### src/rtl/seven_seg_scan_pkg.sv
`default_nettype none
// ============================================================================
// Module      : seven_seg_scan_pkg
// Description : Shared segment patterns, digit indices and edit-mode encodings
//               for the 8-digit multiplexed clock display.
// Revision    : 1.0 - initial release
// ============================================================================
package seven_seg_scan_pkg;

    // Active-low {g,f,e,d,c,b,a} patterns
    localparam logic [6:0] SEG_0     = 7'h40;
    localparam logic [6:0] SEG_1     = 7'h79;
    localparam logic [6:0] SEG_2     = 7'h24;
    localparam logic [6:0] SEG_3     = 7'h30;
    localparam logic [6:0] SEG_4     = 7'h19;
    localparam logic [6:0] SEG_5     = 7'h12;
    localparam logic [6:0] SEG_6     = 7'h02;
    localparam logic [6:0] SEG_7     = 7'h78;
    localparam logic [6:0] SEG_8     = 7'h00;
    localparam logic [6:0] SEG_9     = 7'h10;
    localparam logic [6:0] SEG_DASH  = 7'h3F;
    localparam logic [6:0] SEG_BLANK = 7'h7F;

    localparam logic [2:0] IDX_SEC_ONES = 3'd0;
    localparam logic [2:0] IDX_SEC_TENS = 3'd1;
    localparam logic [2:0] IDX_MIN_ONES = 3'd2;
    localparam logic [2:0] IDX_MIN_TENS = 3'd3;
    localparam logic [2:0] IDX_HRS_ONES = 3'd4;
    localparam logic [2:0] IDX_HRS_TENS = 3'd5;

    localparam logic [2:0] MODE_SEC = 3'd1;
    localparam logic [2:0] MODE_MIN = 3'd2;
    localparam logic [2:0] MODE_HRS = 3'd3;

    typedef logic [5:0] digit_t;

    typedef enum logic [0:0] {
        PHASE_VISIBLE = 1'b0,
        PHASE_HIDDEN  = 1'b1
    } blink_phase_t;

endpackage
`default_nettype wire

### src/rtl/seven_seg_scan_if.sv
`default_nettype none
// ============================================================================
// Module      : seven_seg_scan_if
// Description : Digit values and edit mode in, anode/segment drive out.
// Revision    : 1.0 - initial release
// ============================================================================
interface seven_seg_scan_if;
    logic [2:0] mode;
    logic [5:0] hrs_tens;
    logic [5:0] hrs_ones;
    logic [5:0] min_tens;
    logic [5:0] min_ones;
    logic [5:0] sec_tens;
    logic [5:0] sec_ones;
    logic [7:0] an;
    logic [6:0] seg;
    logic       dp;

    modport master (
        output mode, hrs_tens, hrs_ones, min_tens, min_ones, sec_tens, sec_ones,
        input  an, seg, dp
    );

    modport slave (
        input  mode, hrs_tens, hrs_ones, min_tens, min_ones, sec_tens, sec_ones,
        output an, seg, dp
    );
endinterface
`default_nettype wire

### src/rtl/seven_seg_scan_seg7_decode.sv
`default_nettype none
// ============================================================================
// Module      : seg7_decode
// Description : 6-bit digit value to active-low segment pattern; 10-63 show a dash.
// Revision    : 1.0 - initial release
// ============================================================================
module seg7_decode
    import seven_seg_scan_pkg::*;
(
    input  wire  digit_t     value,
    output logic [6:0]       pattern
);

    always_comb begin
        pattern = SEG_DASH;
        case (value)
            6'd0:    pattern = SEG_0;
            6'd1:    pattern = SEG_1;
            6'd2:    pattern = SEG_2;
            6'd3:    pattern = SEG_3;
            6'd4:    pattern = SEG_4;
            6'd5:    pattern = SEG_5;
            6'd6:    pattern = SEG_6;
            6'd7:    pattern = SEG_7;
            6'd8:    pattern = SEG_8;
            6'd9:    pattern = SEG_9;
            default: pattern = SEG_DASH;
        endcase
    end

endmodule
`default_nettype wire

### src/rtl/seven_seg_scan.sv
`default_nettype none
// ============================================================================
// Module      : seven_seg_scan
// Description : Multiplexed HH.MM.SS driver with anti-ghost blanking and field blink.
// Revision    : 1.0 - initial release
// ============================================================================
module seven_seg_scan
    import seven_seg_scan_pkg::*;
#(
    parameter int SCAN_DIV     = 100_000,
    parameter int BLANK_CYCLES = 1_000,
    parameter int BLINK_DIV    = 25_000_000
)
(
    input  wire logic         clk,
    input  wire logic         reset,
    seven_seg_scan_if.slave   bus
);

    localparam int SLOT_W  = (SCAN_DIV  > 1) ? $clog2(SCAN_DIV)  : 1;
    localparam int BLINK_W = (BLINK_DIV > 1) ? $clog2(BLINK_DIV) : 1;

    logic [SLOT_W-1:0]  r_slot_cnt;
    logic [2:0]         r_idx;
    logic [BLINK_W-1:0] r_blink_cnt;
    blink_phase_t       r_phase;
    logic [2:0]         r_mode_prev;
    logic               r_first;
    digit_t             r_snap [6];
    logic [7:0]         r_an;
    logic [6:0]         r_seg;
    logic               r_dp;

    logic               w_slot_wrap;
    logic               w_capture;
    logic               w_mode_change;
    logic               w_blank;
    logic               w_field_hit;
    logic               w_hide;
    logic               w_dp_lit;
    digit_t             w_digit;
    logic [6:0]         w_pattern;
    logic [7:0]         w_an_next;
    logic [6:0]         w_seg_next;
    logic               w_dp_next;

    assign w_slot_wrap   = (r_slot_cnt == SLOT_W'(SCAN_DIV - 1));
    assign w_capture     = r_first || (w_slot_wrap && (r_idx == IDX_HRS_TENS));
    assign w_mode_change = (bus.mode != r_mode_prev);
    assign w_blank       = (r_slot_cnt < SLOT_W'(BLANK_CYCLES));
    assign w_dp_lit      = (r_idx == IDX_MIN_ONES) || (r_idx == IDX_HRS_ONES);
    // A mode change unhides at once so the newly selected field never starts dark
    assign w_hide        = (r_phase == PHASE_HIDDEN) && !w_mode_change && w_field_hit;

    always_comb begin
        w_digit = r_snap[0];
        case (r_idx)
            IDX_SEC_ONES: w_digit = r_snap[0];
            IDX_SEC_TENS: w_digit = r_snap[1];
            IDX_MIN_ONES: w_digit = r_snap[2];
            IDX_MIN_TENS: w_digit = r_snap[3];
            IDX_HRS_ONES: w_digit = r_snap[4];
            IDX_HRS_TENS: w_digit = r_snap[5];
            default:      w_digit = r_snap[0];
        endcase
    end

    always_comb begin
        w_field_hit = 1'b0;
        case (bus.mode)
            MODE_SEC: w_field_hit = (r_idx == IDX_SEC_ONES) || (r_idx == IDX_SEC_TENS);
            MODE_MIN: w_field_hit = (r_idx == IDX_MIN_ONES) || (r_idx == IDX_MIN_TENS);
            MODE_HRS: w_field_hit = (r_idx == IDX_HRS_ONES) || (r_idx == IDX_HRS_TENS);
            default:  w_field_hit = 1'b0;
        endcase
    end

    seg7_decode u_decode (
        .value   (w_digit),
        .pattern (w_pattern)
    );

    // Hidden separator digits keep their anode on so the dp never flickers
    always_comb begin
        w_an_next  = 8'hFF;
        w_seg_next = SEG_BLANK;
        w_dp_next  = 1'b1;
        if (!w_blank) begin
            w_an_next  = ~(8'b1 << r_idx);
            w_seg_next = w_pattern;
            w_dp_next  = ~w_dp_lit;
            if (w_hide) begin
                w_seg_next = SEG_BLANK;
                if (!w_dp_lit) begin
                    w_an_next = 8'hFF;
                end
            end
        end
    end

    always_ff @(posedge clk) begin
        if (reset) begin
            r_slot_cnt  <= '0;
            r_idx       <= IDX_SEC_ONES;
            r_blink_cnt <= '0;
            r_phase     <= PHASE_VISIBLE;
            r_mode_prev <= bus.mode;
            r_first     <= 1'b1;
            for (int i = 0; i < 6; i++) begin
                r_snap[i] <= '0;
            end
            r_an        <= 8'hFF;
            r_seg       <= SEG_BLANK;
            r_dp        <= 1'b1;
        end else begin
            r_mode_prev <= bus.mode;
            r_first     <= 1'b0;

            if (w_slot_wrap) begin
                r_slot_cnt <= '0;
                r_idx      <= (r_idx == IDX_HRS_TENS) ? IDX_SEC_ONES : r_idx + 3'd1;
            end else begin
                r_slot_cnt <= r_slot_cnt + SLOT_W'(1);
            end

            if (w_capture) begin
                r_snap[0] <= bus.sec_ones;
                r_snap[1] <= bus.sec_tens;
                r_snap[2] <= bus.min_ones;
                r_snap[3] <= bus.min_tens;
                r_snap[4] <= bus.hrs_ones;
                r_snap[5] <= bus.hrs_tens;
            end

            if (w_mode_change) begin
                r_blink_cnt <= '0;
                r_phase     <= PHASE_VISIBLE;
            end else if (r_blink_cnt == BLINK_W'(BLINK_DIV - 1)) begin
                r_blink_cnt <= '0;
                r_phase     <= (r_phase == PHASE_VISIBLE) ? PHASE_HIDDEN : PHASE_VISIBLE;
            end else begin
                r_blink_cnt <= r_blink_cnt + BLINK_W'(1);
            end

            r_an  <= w_an_next;
            r_seg <= w_seg_next;
            r_dp  <= w_dp_next;
        end
    end

    assign bus.an  = r_an;
    assign bus.seg = r_seg;
    assign bus.dp  = r_dp;

endmodule
`default_nettype wire

### src/flat_wrapper.sv
// flat-port wrapper written by rule: the top's interface ports become plain ports
module seven_seg_scan_flat import seven_seg_scan_pkg::*;
#(
    parameter int SCAN_DIV     = 100_000,
    parameter int BLANK_CYCLES = 1_000,
    parameter int BLINK_DIV    = 25_000_000
)
  (clk, reset, bus_mode, bus_hrs_tens, bus_hrs_ones, bus_min_tens, bus_min_ones, bus_sec_tens, bus_sec_ones, bus_an, bus_seg, bus_dp);
  seven_seg_scan_if bus_i ();
  input  wire logic clk;
  input  wire logic reset;
  input wire logic [$bits(bus_i.mode)-1:0] bus_mode;
  input wire logic [$bits(bus_i.hrs_tens)-1:0] bus_hrs_tens;
  input wire logic [$bits(bus_i.hrs_ones)-1:0] bus_hrs_ones;
  input wire logic [$bits(bus_i.min_tens)-1:0] bus_min_tens;
  input wire logic [$bits(bus_i.min_ones)-1:0] bus_min_ones;
  input wire logic [$bits(bus_i.sec_tens)-1:0] bus_sec_tens;
  input wire logic [$bits(bus_i.sec_ones)-1:0] bus_sec_ones;
  output wire logic [$bits(bus_i.an)-1:0] bus_an;
  output wire logic [$bits(bus_i.seg)-1:0] bus_seg;
  output wire logic [$bits(bus_i.dp)-1:0] bus_dp;
  assign bus_i.mode = bus_mode;
  assign bus_i.hrs_tens = bus_hrs_tens;
  assign bus_i.hrs_ones = bus_hrs_ones;
  assign bus_i.min_tens = bus_min_tens;
  assign bus_i.min_ones = bus_min_ones;
  assign bus_i.sec_tens = bus_sec_tens;
  assign bus_i.sec_ones = bus_sec_ones;
  assign bus_an = bus_i.an;
  assign bus_seg = bus_i.seg;
  assign bus_dp = bus_i.dp;
  seven_seg_scan #(.SCAN_DIV(SCAN_DIV), .BLANK_CYCLES(BLANK_CYCLES), .BLINK_DIV(BLINK_DIV)) u_core (.clk(clk), .reset(reset), .bus(bus_i));
endmodule
### config.mk
export PLATFORM = sky130hd
export DESIGN_NAME = seven_seg_scan_flat
export DESIGN_NICKNAME = d
export VERILOG_FILES = /design/src/rtl/seven_seg_scan_pkg.sv /design/src/rtl/seven_seg_scan_if.sv /design/src/rtl/seven_seg_scan_seg7_decode.sv /design/src/rtl/seven_seg_scan.sv /design/src/flat_wrapper.sv
export SDC_FILE = /design/constraint.sdc
export NUM_CORES = 1
export LEC_CHECK = 0
export ABC_AREA = 1
export CAP_MARGIN = 15
export CORE_MARGIN = 8
export CORE_UTILIZATION = 55
export DETAILED_ROUTE_END_ITERATION = 10
export PLACE_DENSITY = 0.78
export SLEW_MARGIN = 10
export SYNTH_ARGS = -nofsm -noshare
export SYNTH_HDL_FRONTEND = slang
export SYNTH_HIERARCHICAL = 1
export SYNTH_SLANG_ARGS = --single-unit
### constraint.sdc
create_clock -name clk -period 2.6 [get_ports clk]
set_input_delay 0.52 -clock clk [delete_from_list [all_inputs] [get_ports clk]]
set_output_delay 0.52 -clock clk [all_outputs]
set_load 0.02 [all_outputs]
==> results.cfg <==
[cells_and_area]
final_common_cell = nand2_1
drive_gt1_share_pct = 10.1
finalInstanceArea_um2 = 6170
syn2layout_area_growth_pct = 16.5
layout_common_cells = nand2_1 (167), inv_1 (104), nor2_1 (90)
num_antenna_cells = 0
final_nets = 777

[pwr]
power_density_nw_per_um2 = 478
switchingPower_mw = 0.746
switching_share_pct = 25.3
seqPwrFrac_pct = 58.4
p_total_mw = 2.95
p_int_mw = 2.21
leakage_nw = 2.35
clkPwrFrac_pct = 33.0
comb_power_share_pct = 8.6
vdd_drop_max_mv = 0.276

[floorplanning]
dieArea_um2 = 13000
start_util_pct = 55.5
die_x_um = 114
num_rows = 36
die_h_um = 114
core_area_um2 = 9550
ios = 57

[cts]
cts_sinks = 102
cts_root_buf = clkbuf_8
htree_num_levels = 3
numCtsBuffers = 9
cts_tree = built
cts_buffer_depth = 2
hold_buffers = 0
path_clk_slew_ps = 100
worstSkewPairLatency_ps = 370

[sta]
relSlewSlack_pct = 64.3
period_needed_ps = 2440
period_share_pct = 93.7
worst_pin_slew_ps = 536
final-hold-violation-count = 0
slew_violations = 0
finalSetupViolCount = 0
fmax_ghz = 0.411
timing.hold.ws_ps = 468
postLayoutSetupSlackWorst_ps = 165
tns_ps = 0
finalClockSkew_ps = 18.9

[global_route]
grt_overflow = 0
grt_pass1_vias = 4171
met2_usage_pct = 30.0
grt_pass1_wl_mm = 18.1
grt_busiest_layer = met2
grt_antenna_before_repair = 0
gr-usage-met1_pct = 19.8
grt_max_degree = 37
met3_usage_pct = 4.22
grtUsageTotal_pct = 17.1

[yosys]
postSynthAreaPerCell_um2 = 7.98
seq_area_frac_synth_pct = 45.3
synth-warning-count = 6
synth_cell_types = 34
synth_fp_nets = 714
ys_seq_elements = 102
syn-cell-area_um2 = 5300
syn_inst = 664

[route]
post-route-drc-count = 0
wire_per_inst_um = 12.4
final_antenna_net_count = 0
drt_pass1_iterations = 5
drt_first_iter_violations = 298
routed_wl_mm = 10.7
viasPerCell = 4.94
vias = 4274

[placed_design]
placed_area_um2 = 5940
dp_hpwl_mm = 8.28
dp_slack_ps = 72.9
gp_congestion = 0.954
port-buffer-count = 56

[setup_path]
path_cells = inv_1, nand2_1, nor2_2, nor3_4, buf_4, nand2_1, nand4_1, nor2_2, nor2_2, nor2_4, nand2_1, nand3b_1
slowest_stage = nor2_2
required_ps = 2830
end_kind = flop
max_stage_delay_ps = 400
worstPathArrival_ps = 2670
crit_path_start_kind = flop
crit_fanout = 9
worstSetupPathType = flop to flop

[outcome]
outcome = finished clean

[job]
cap_violations = 0

[worst_hold_path]
hp-class = flop to flop
power groups by stage:
stage / clock network (mW) / registers [mW] / logic, mW
CTS: 1.00 / 1.72 / 0.251
global placement: 0 / 1.76 / 0.242
floorplan: 0 / 1.76 / 0.167
finish: 0.975 / 1.72 / 0.254
global route: 1.07 / 1.73 / 0.279
detailed placement: 0 / 1.76 / 0.250
worst max-delay path, delay by kind of cell (launching register included):
kind                   cells  cell delay [ps]
buffers and inverters      2              310
flip-flops                 1              350
AND/OR/NAND/NOR           10             1650
area by class of cell:
type,count,area [um2]
Clock buffer,9,124
Fill cell,832,3380
Multi-Input combinational cell,445,2380
Timing Repair Buffer,60,603
Sequential cell,102,2410
Clock inverter,7,68.8
Inverter,109,423
Tap cell,133,166
per-stage QoR:
step / cells / utilization (%)
after floorplan: 664 / -
after global placement: 846 / 62.3
after detailed placement: 846 / 62.3
after CTS: 862 / 64.3
after global routing: 865 / 64.6
final: 865 / 64.6
per-layer routing:
metal	vias up	share of wire, %	routed length (um)
li1	2192	-	-
met1	1951	44	4660
met2	117	50	5320
met3	14	5.0	537
met4	0	1.5	163
met5	-	0	0
kinds of logic (layout without fill, tap and decap cells):
group | count (synthesis) | after routing | synth area share (%)
AO/OA/AOI/OAI | 38 | 38 | 3.97
XOR/XNOR | 17 | 17 | 2.81
adder cells (fa/ha/maj) | 9 | 9 | 2.13
buffers and inverters | 117 | 185 | 9.89
flip-flops | 102 | 102 | 45.3
AND/OR/NAND/NOR | 381 | 381 | 35.9
cells in the mapped netlist, drive strengths merged:
library cell	count	area, um2
xnor2	6	52.6
nand4	11	83.8
o21ai	4	20.0
clkinv	1	3.75
bufinv	1	17.5
nand2	172	682
xor2	11	96.3
nand3	43	215
a21oi	26	130
o211ai	1	7.51
inv	107	402
or2	2	12.5
edfxtp	36	1080
nor3	12	65.1
dfxtp	66	1320
nor3b	1	7.51
nand3b	12	90.1
o21bai	1	7.51
buf	8	101
nor2	128	744
a22oi	6	45.0
ha	9	113
final timing paths:
| check | startpoint | end | slack (ps) | depth (start not counted) |
|---|---|---|---|---|
| worst min-delay path | u_core/r_phase | u_core/r_phase | 470 | 2 |
| worst min register to register | u_core/r_phase | u_core/r_phase | 470 | 2 |
| worst max-delay path | u_core/r_idx[2] | u_core/bus.seg[2] | 160 | 12 |
| worst max register to register | u_core/r_idx[2] | u_core/bus.seg[2] | 160 | 12 |
flip-flops by register name, indices dropped and copies added, names as in the netlist:
name and flops:
u_core/r_snap 36, u_core/r_mode_prev 3, u_core/r_idx 3, u_core/bus.seg 7, u_core/r_first 1, u_core/r_blink_cnt 25, u_core/r_slot_cnt 17, u_core/bus.an 8
u_core/bus.dp 1, u_core/r_phase 1
repair_timing:
item | in CTS | in global routing
endpoints found under the setup margin | 0 | 6
buffers inserted | 0 | 3
hold endpoints to repair | 0 | 0
resized for setup | 0 | 5
Power figures use the tool's default switching activity.
